[src/rtl/sar_scan_sched_if.sv]
// Signal bundle between the scan scheduler, its SAR ADC and the result consumer.
// Handshakes: adc_start/adc_eoc are single-cycle pulses (one eoc per start, adc_dout valid with eoc);
// res_valid, scan_done and err are single-cycle pulses with no backpressure, so the consumer must always accept.
interface sar_scan_sched_if #(
  parameter int ADC_WIDTH = 8,
  parameter int NCH       = 4
);
  localparam int CW = (NCH > 1) ? $clog2(NCH) : 1;

  logic                 en;
  logic                 single;
  logic [NCH-1:0]       ch_mask;
  logic [CW-1:0]        mux_sel;
  logic                 adc_start;
  logic                 adc_eoc;
  logic [ADC_WIDTH-1:0] adc_dout;
  logic                 busy;
  logic                 res_valid;
  logic [CW-1:0]        res_ch;
  logic [ADC_WIDTH-1:0] res_data;
  logic                 scan_done;
  logic                 err;
  logic [2:0]           fsm_state;

  modport master (
    input  en, single, ch_mask, adc_eoc, adc_dout,
    output mux_sel, adc_start, busy, res_valid, res_ch, res_data, scan_done, err, fsm_state
  );

  modport slave (
    output en, single, ch_mask, adc_eoc, adc_dout,
    input  mux_sel, adc_start, busy, res_valid, res_ch, res_data, scan_done, err, fsm_state
  );
endinterface

[src/rtl/sar_scan_sched.sv]
// Time-shares one SAR ADC across NCH inputs: mux select, settle, 2^AVG_LOG2 conversions
// per channel, averaged result per enabled channel, timeout detection on missing eoc.
module sar_scan_sched #(
  parameter int ADC_WIDTH = 8,
  parameter int NCH       = 4,
  parameter int SETTLE    = 3,
  parameter int AVG_LOG2  = 2,
  parameter int TMO       = 4
) (
  input  logic             clk,
  input  logic             rst,
  sar_scan_sched_if.master bus
);
  localparam int CW    = (NCH > 1) ? $clog2(NCH) : 1;
  localparam int AW    = ADC_WIDTH + AVG_LOG2;
  localparam int CNT_W = (AVG_LOG2 > 0) ? AVG_LOG2 : 1;
  localparam int SET_W = $clog2(SETTLE + 2);
  localparam int TMO_W = $clog2(ADC_WIDTH + TMO + 1);
  localparam logic [CNT_W-1:0] CNT_LAST = CNT_W'((1 << AVG_LOG2) - 1);
  localparam logic [SET_W-1:0] SET_LAST = SET_W'((SETTLE > 0) ? SETTLE - 1 : 0);
  // tmo_cnt is 0 in the first CONV cycle, so err lands ADC_WIDTH+TMO cycles after adc_start
  localparam logic [TMO_W-1:0] TMO_LAST = TMO_W'(ADC_WIDTH + TMO - 2);

  typedef enum logic [2:0] {S_IDLE, S_SETTLE, S_START, S_CONV, S_OUT, S_NEXT} state_t;

  state_t               state;
  logic [NCH-1:0]       mask_q;
  logic [CW-1:0]        mux_sel_q;
  logic [AW-1:0]        acc;
  logic [CNT_W-1:0]     smp_cnt;
  logic [SET_W-1:0]     settle_cnt;
  logic [TMO_W-1:0]     tmo_cnt;
  logic                 adc_start_q, busy_q, res_valid_q, scan_done_q, err_q;
  logic [CW-1:0]        res_ch_q;
  logic [ADC_WIDTH-1:0] res_data_q;

  logic                 first_found, next_found, trigger;
  logic [CW-1:0]        first_ch, next_ch;
  logic [AW-1:0]        acc_sum;

  // Downward loops so the lowest qualifying bit wins.
  always_comb begin
    first_found = 1'b0;
    first_ch    = '0;
    next_found  = 1'b0;
    next_ch     = '0;
    for (int i = NCH - 1; i >= 0; i--) begin
      if (bus.ch_mask[i]) begin
        first_found = 1'b1;
        first_ch    = CW'(i);
      end
      if (mask_q[i] && (i > int'(mux_sel_q))) begin
        next_found = 1'b1;
        next_ch    = CW'(i);
      end
    end
  end

  // The scan_done cycle is spent in IDLE with busy still high; only en may chain a new scan there.
  assign trigger = bus.en | (bus.single & ~scan_done_q);
  assign acc_sum = acc + AW'(bus.adc_dout);

  always_ff @(posedge clk) begin
    if (rst) begin
      state       <= S_IDLE;
      mask_q      <= '0;
      mux_sel_q   <= '0;
      acc         <= '0;
      smp_cnt     <= '0;
      settle_cnt  <= '0;
      tmo_cnt     <= '0;
      adc_start_q <= 1'b0;
      busy_q      <= 1'b0;
      res_valid_q <= 1'b0;
      scan_done_q <= 1'b0;
      err_q       <= 1'b0;
      res_ch_q    <= '0;
      res_data_q  <= '0;
    end else begin
      adc_start_q <= 1'b0;
      res_valid_q <= 1'b0;
      scan_done_q <= 1'b0;
      err_q       <= 1'b0;
      case (state)
        S_IDLE: begin
          if (trigger && first_found) begin
            mask_q    <= bus.ch_mask;
            mux_sel_q <= first_ch;
            busy_q    <= 1'b1;
            if (SETTLE == 0) begin
              state       <= S_START;
              adc_start_q <= 1'b1;
            end else begin
              state      <= S_SETTLE;
              settle_cnt <= '0;
            end
          end else begin
            busy_q <= 1'b0;
          end
        end
        S_SETTLE: begin
          if (settle_cnt == SET_LAST) begin
            state       <= S_START;
            adc_start_q <= 1'b1;
          end else begin
            settle_cnt <= settle_cnt + 1'b1;
          end
        end
        S_START: begin
          state   <= S_CONV;
          tmo_cnt <= '0;
        end
        S_CONV: begin
          if (bus.adc_eoc) begin
            acc <= acc_sum;
            if (smp_cnt != CNT_LAST) begin
              smp_cnt     <= smp_cnt + 1'b1;
              state       <= S_START;
              adc_start_q <= 1'b1;
            end else begin
              state       <= S_OUT;
              res_valid_q <= 1'b1;
              res_ch_q    <= mux_sel_q;
              res_data_q  <= acc_sum[AW-1:AVG_LOG2];
            end
          end else if (tmo_cnt == TMO_LAST) begin
            err_q   <= 1'b1;
            acc     <= '0;
            smp_cnt <= '0;
            state   <= S_NEXT;
          end else begin
            tmo_cnt <= tmo_cnt + 1'b1;
          end
        end
        S_OUT: begin
          acc     <= '0;
          smp_cnt <= '0;
          state   <= S_NEXT;
        end
        S_NEXT: begin
          if (next_found) begin
            mux_sel_q <= next_ch;
            if (SETTLE == 0) begin
              state       <= S_START;
              adc_start_q <= 1'b1;
            end else begin
              state      <= S_SETTLE;
              settle_cnt <= '0;
            end
          end else begin
            scan_done_q <= 1'b1;
            state       <= S_IDLE;
          end
        end
        default: state <= S_IDLE;
      endcase
    end
  end

  assign bus.mux_sel   = mux_sel_q;
  assign bus.adc_start = adc_start_q;
  assign bus.busy      = busy_q;
  assign bus.res_valid = res_valid_q;
  assign bus.res_ch    = res_ch_q;
  assign bus.res_data  = res_data_q;
  assign bus.scan_done = scan_done_q;
  assign bus.err       = err_q;
  assign bus.fsm_state = 3'(state);
endmodule
[src/flat_wrapper.sv]
// flat-port wrapper written by rule: the top's interface ports become plain ports
module sar_scan_sched_flat 
#(
  parameter int ADC_WIDTH = 8,
  parameter int NCH       = 4,
  parameter int SETTLE    = 3,
  parameter int AVG_LOG2  = 2,
  parameter int TMO       = 4
)
  (clk, rst, bus_en, bus_single, bus_ch_mask, bus_adc_eoc, bus_adc_dout, bus_mux_sel, bus_adc_start, bus_busy, bus_res_valid, bus_res_ch, bus_res_data, bus_scan_done, bus_err, bus_fsm_state);
  sar_scan_sched_if #(.ADC_WIDTH(ADC_WIDTH), .NCH(NCH)) bus_i ();
  input  logic clk;
  input  logic rst;
  input wire logic [$bits(bus_i.en)-1:0] bus_en;
  input wire logic [$bits(bus_i.single)-1:0] bus_single;
  input wire logic [$bits(bus_i.ch_mask)-1:0] bus_ch_mask;
  input wire logic [$bits(bus_i.adc_eoc)-1:0] bus_adc_eoc;
  input wire logic [$bits(bus_i.adc_dout)-1:0] bus_adc_dout;
  output wire logic [$bits(bus_i.mux_sel)-1:0] bus_mux_sel;
  output wire logic [$bits(bus_i.adc_start)-1:0] bus_adc_start;
  output wire logic [$bits(bus_i.busy)-1:0] bus_busy;
  output wire logic [$bits(bus_i.res_valid)-1:0] bus_res_valid;
  output wire logic [$bits(bus_i.res_ch)-1:0] bus_res_ch;
  output wire logic [$bits(bus_i.res_data)-1:0] bus_res_data;
  output wire logic [$bits(bus_i.scan_done)-1:0] bus_scan_done;
  output wire logic [$bits(bus_i.err)-1:0] bus_err;
  output wire logic [$bits(bus_i.fsm_state)-1:0] bus_fsm_state;
  assign bus_i.en = bus_en;
  assign bus_i.single = bus_single;
  assign bus_i.ch_mask = bus_ch_mask;
  assign bus_i.adc_eoc = bus_adc_eoc;
  assign bus_i.adc_dout = bus_adc_dout;
  assign bus_mux_sel = bus_i.mux_sel;
  assign bus_adc_start = bus_i.adc_start;
  assign bus_busy = bus_i.busy;
  assign bus_res_valid = bus_i.res_valid;
  assign bus_res_ch = bus_i.res_ch;
  assign bus_res_data = bus_i.res_data;
  assign bus_scan_done = bus_i.scan_done;
  assign bus_err = bus_i.err;
  assign bus_fsm_state = bus_i.fsm_state;
  sar_scan_sched #(.ADC_WIDTH(ADC_WIDTH), .NCH(NCH), .SETTLE(SETTLE), .AVG_LOG2(AVG_LOG2), .TMO(TMO)) u_core (.clk(clk), .rst(rst), .bus(bus_i));
endmodule
[config.mk]
export PLATFORM = sky130hd
export DESIGN_NAME = sar_scan_sched_flat
export DESIGN_NICKNAME = d
export VERILOG_FILES = /design/src/rtl/sar_scan_sched_if.sv /design/src/rtl/sar_scan_sched.sv /design/src/flat_wrapper.sv
export SDC_FILE = /design/constraint.sdc
export NUM_CORES = 1
export LEC_CHECK = 0
export ABC_AREA = 1
export CAP_MARGIN = 20
export CORE_ASPECT_RATIO = 1.5
export CORE_MARGIN = 1.5
export CORE_UTILIZATION = 58
export CTS_CLUSTER_DIAMETER = 30
export CTS_CLUSTER_SIZE = 12
export DETAILED_ROUTE_END_ITERATION = 12
export HOLD_SLACK_MARGIN = 0.03
export PLACE_DENSITY = 0.85
export SYNTH_ARGS = -nofsm -noshare
export SYNTH_HDL_FRONTEND = slang
export SYNTH_SLANG_ARGS = --single-unit
export TNS_END_PERCENT = 30
[constraint.sdc]
create_clock -name clk -period 3.8 [get_ports clk]
set_clock_uncertainty 0.05 [all_clocks]
set_input_delay 0.76 -clock clk [delete_from_list [all_inputs] [get_ports clk]]
set_output_delay 0.76 -clock clk [all_outputs]
set_load 0.01 [all_outputs]
==> reports/qor.yml <==
worst_setup_path:
  worstPathArrival_ns: 2.66
  crit_required_ns: 3.95
  worstReg2RegStart: "u_core.acc[0]"
  path_class: "input port to flip-flop"
  setup.worst_path.start: "bus_adc_dout[0]"
  r2r_slack_ns: 1.85
  end_kind: "flip-flop"
  startpoint_type: "input port"
  cp_max_fo: 2
die:
  start_util: 0.600
  die_h_um: 83.4
  num_rows: 29
  core-area_um2: 4170
  die_area_um2: 4730
  io_pins: 37
  die_w_um: 56.6
synthesis:
  syn_inst: 347
  syn_avg_cell_area_um2: 7.21
  yosysUniqueCellTypes: 37
  syn_nets: 378
  ys_seq_area_frac: 0.336
  synth_warnings: 0
  synth_seq_cells: 42
  netlist_area_um2: 2500
  synth-async-reset-ratio: 0
  synth-edff-count: 0
  synthFlopType: "dfxtp_1"
placed_design:
  gp_congestion: 0.940
  dp_cells: 424
  dp_hpwl_um: 4300
  portBuffers: 36
  place_area_um2: 2890
  place_ws_ns: 1.00
timing:
  tightestPinTransition_ns: 0.549
  finalHoldViolations: 0
  worst_hold_slack_ns: 0.419
  fin_crit_sh: 0.661
  rsz0062_at_grt: "no"
  setup_ws_ns: 1.29
  worst_slew_margin_rel: 0.634
  max_freq_mhz: 398
  fin_crit_ns: 2.51
  finalSetupViolations: 0
  final_max_slew_viol_count: 0
  fin_setup_tns_ns: 0
global_routing:
  grt_usage: 0.264
  antenna_found_initial: 0
  grt_overflow_total: 0
  grt_start_max_net_pins: 27
  grt_pass1_vias: 2429
  grt_pass1_wl_um: 9950
clock_network:
  cts_sinks: 42
  path_clk_slew_ns: 0.08
  cts_setup_buffers: 0
  cts_tree: "done"
  htreeDepth: 2
  clock-root-buffer: "clkbuf_8"
  insertion_delay_ns: 0.30
  ctsLongestPathBuffers: 2
  cts_made_buffers: 5
  cts_hold_buf: 0
  cts_resized: 0
pwr:
  p_leak_uw: 0.00138
  powerDensity_nw_per_um2: 431
  ir_drop_mv: 0.327
final_layout:
  final_nets: 416
  fillers: 343
  n_antenna_cell: 0
  multi_input_area_um2: 1420
  drive_above_1_share: 0.141
  syn2layout_area_growth_pct: 18.7
  layoutNonFillerInstCount: 430
  seqCellArea_um2: 841
  final_area_um2: 2970
drt:
  drt_pass1_iterations: 4
  drtIter0Drc: 92
  vias: 2354
  postRouteAntennaNets: 0
  viasPerCell: 5.47
  drc_errors: 0
  wire_per_inst_um: 13.3
  wl_um: 5720
hold_path:
  min_from: "u_core.tmo_cnt[0]"
  min_path_type: "flip-flop to flip-flop"
run:
  cap_violations: 0
status:
  status: "finished, final reports clean"
[Yosys cell counts (2+ instances only)]
library cell  instances  area share
nand3_1              21       0.042
nor2_1               41       0.062
inv_2                 4      0.0060
nand4_1               5       0.013
ha_1                 13       0.065
inv_1                47       0.071
o21ai_0              16       0.032
a21oi_1              15       0.030
nor4_1                3      0.0075
nand2_4               5       0.022
nor2_4                4       0.018
xor2_1                4       0.014
nand3_2               3       0.012
nor2_2                3      0.0075
buf_6                 2      0.0090
dfxtp_1              42        0.34
a21oi_2              12       0.042
o211ai_1              2      0.0060
clkbuf_1              2      0.0030
nand2_1              70        0.10
nand2_2              12       0.030
o21bai_1              2      0.0060
nor3_1                5       0.010
[stage by stage]
stage,util,total power [uW]
after floorplan,-,866
after global routing,0.712,1370
after detailed placement,0.692,996
final,0.712,1280
after global placement,0.692,979
after CTS,0.712,1280
[layout by cell type, fill, tap and decap left out, types with 3 or more instances in the layout]
master,n
nand2_4,5
o21ai_0,16
nor3_1,5
inv_1,47
nor4_1,3
a21oi_1,15
clkbuf_8,6
clkdlybuf4s50_1,36
nor2_4,4
nand3_1,21
dfxtp_1,42
xor2_1,4
nand2_1,70
nor2_2,3
nor2_1,41
ha_1,13
inv_2,4
nand4_1,5
nand2_2,12
nand3_2,3
a21oi_2,12
[path summary, 6_finish.rpt]
| path | cells past startpoint | endpoint |
|---|---|---|
| worst min register to register | 1 | u_core.tmo_cnt[0] |
| worst max-delay path | 14 | u_core.bus.res_data[6] |
| worst max register to register | 13 | u_core.bus.res_data[6] |
| worst min-delay path | 1 | u_core.tmo_cnt[0] |
[flip-flops by register name, summed over array words and instances, names as in the netlist]
register / cells
u_core.bus.busy: 1
u_core.tmo_cnt: 4
u_core.settle_cnt: 3
u_core.acc: 10
u_core.bus.mux_sel: 2
u_core.smp_cnt: 2
u_core.bus.res_valid: 1
u_core.bus.err: 1
u_core.mask_q: 3
u_core.bus.scan_done: 1
u_core.bus.adc_start: 1
u_core.bus.res_data: 8
u_core.bus.res_ch: 2
u_core.bus.fsm_state: 3
[report_power, final]
group | internal, uW | switching [uW]
registers | 488 | 41.5
logic | 175 | 286
clock network | 140 | 151
[critical path: stages]
cell and delay (ns):
clkdlybuf4s50_1 0.49, ha_1 0.20, inv_1 0.08, fa_1 0.40, inv_1 0.10, nand3_1 0.07, nand3_1 0.12, nand2_1 0.12
nand2_1 0.09, nand2_1 0.06, nand2_1 0.06, nand2_1 0.05, nand2_1 0.05, inv_1 0.03
[cells by family after synthesis]
kind of cell	synth area share
compound gates	0.135
flops	0.336
buf+inv	0.0965
simple gates	0.342
fa+ha+maj	0.0730
xor+xnor	0.0175
[layer usage]
layer / part of all wire / up-vias / GRT usage
met4: 0.032 / 0 / 0.162
met2: 0.54 / 52 / 0.477
met3: 0.035 / 16 / 0.0467
li1: - / 1188 / -
met1: 0.39 / 1098 / 0.271
met5: 0 / - / 0
[final cells by class]
cell class	instances	area share
sequential	42	0.283
timing repair buffer	37	0.124
multi-input combinational	247	0.478
clock buffer	6	0.0278
tap	46	0.0194
inverter	52	0.0674
Note: power is estimated with default switching activity, not from simulation.
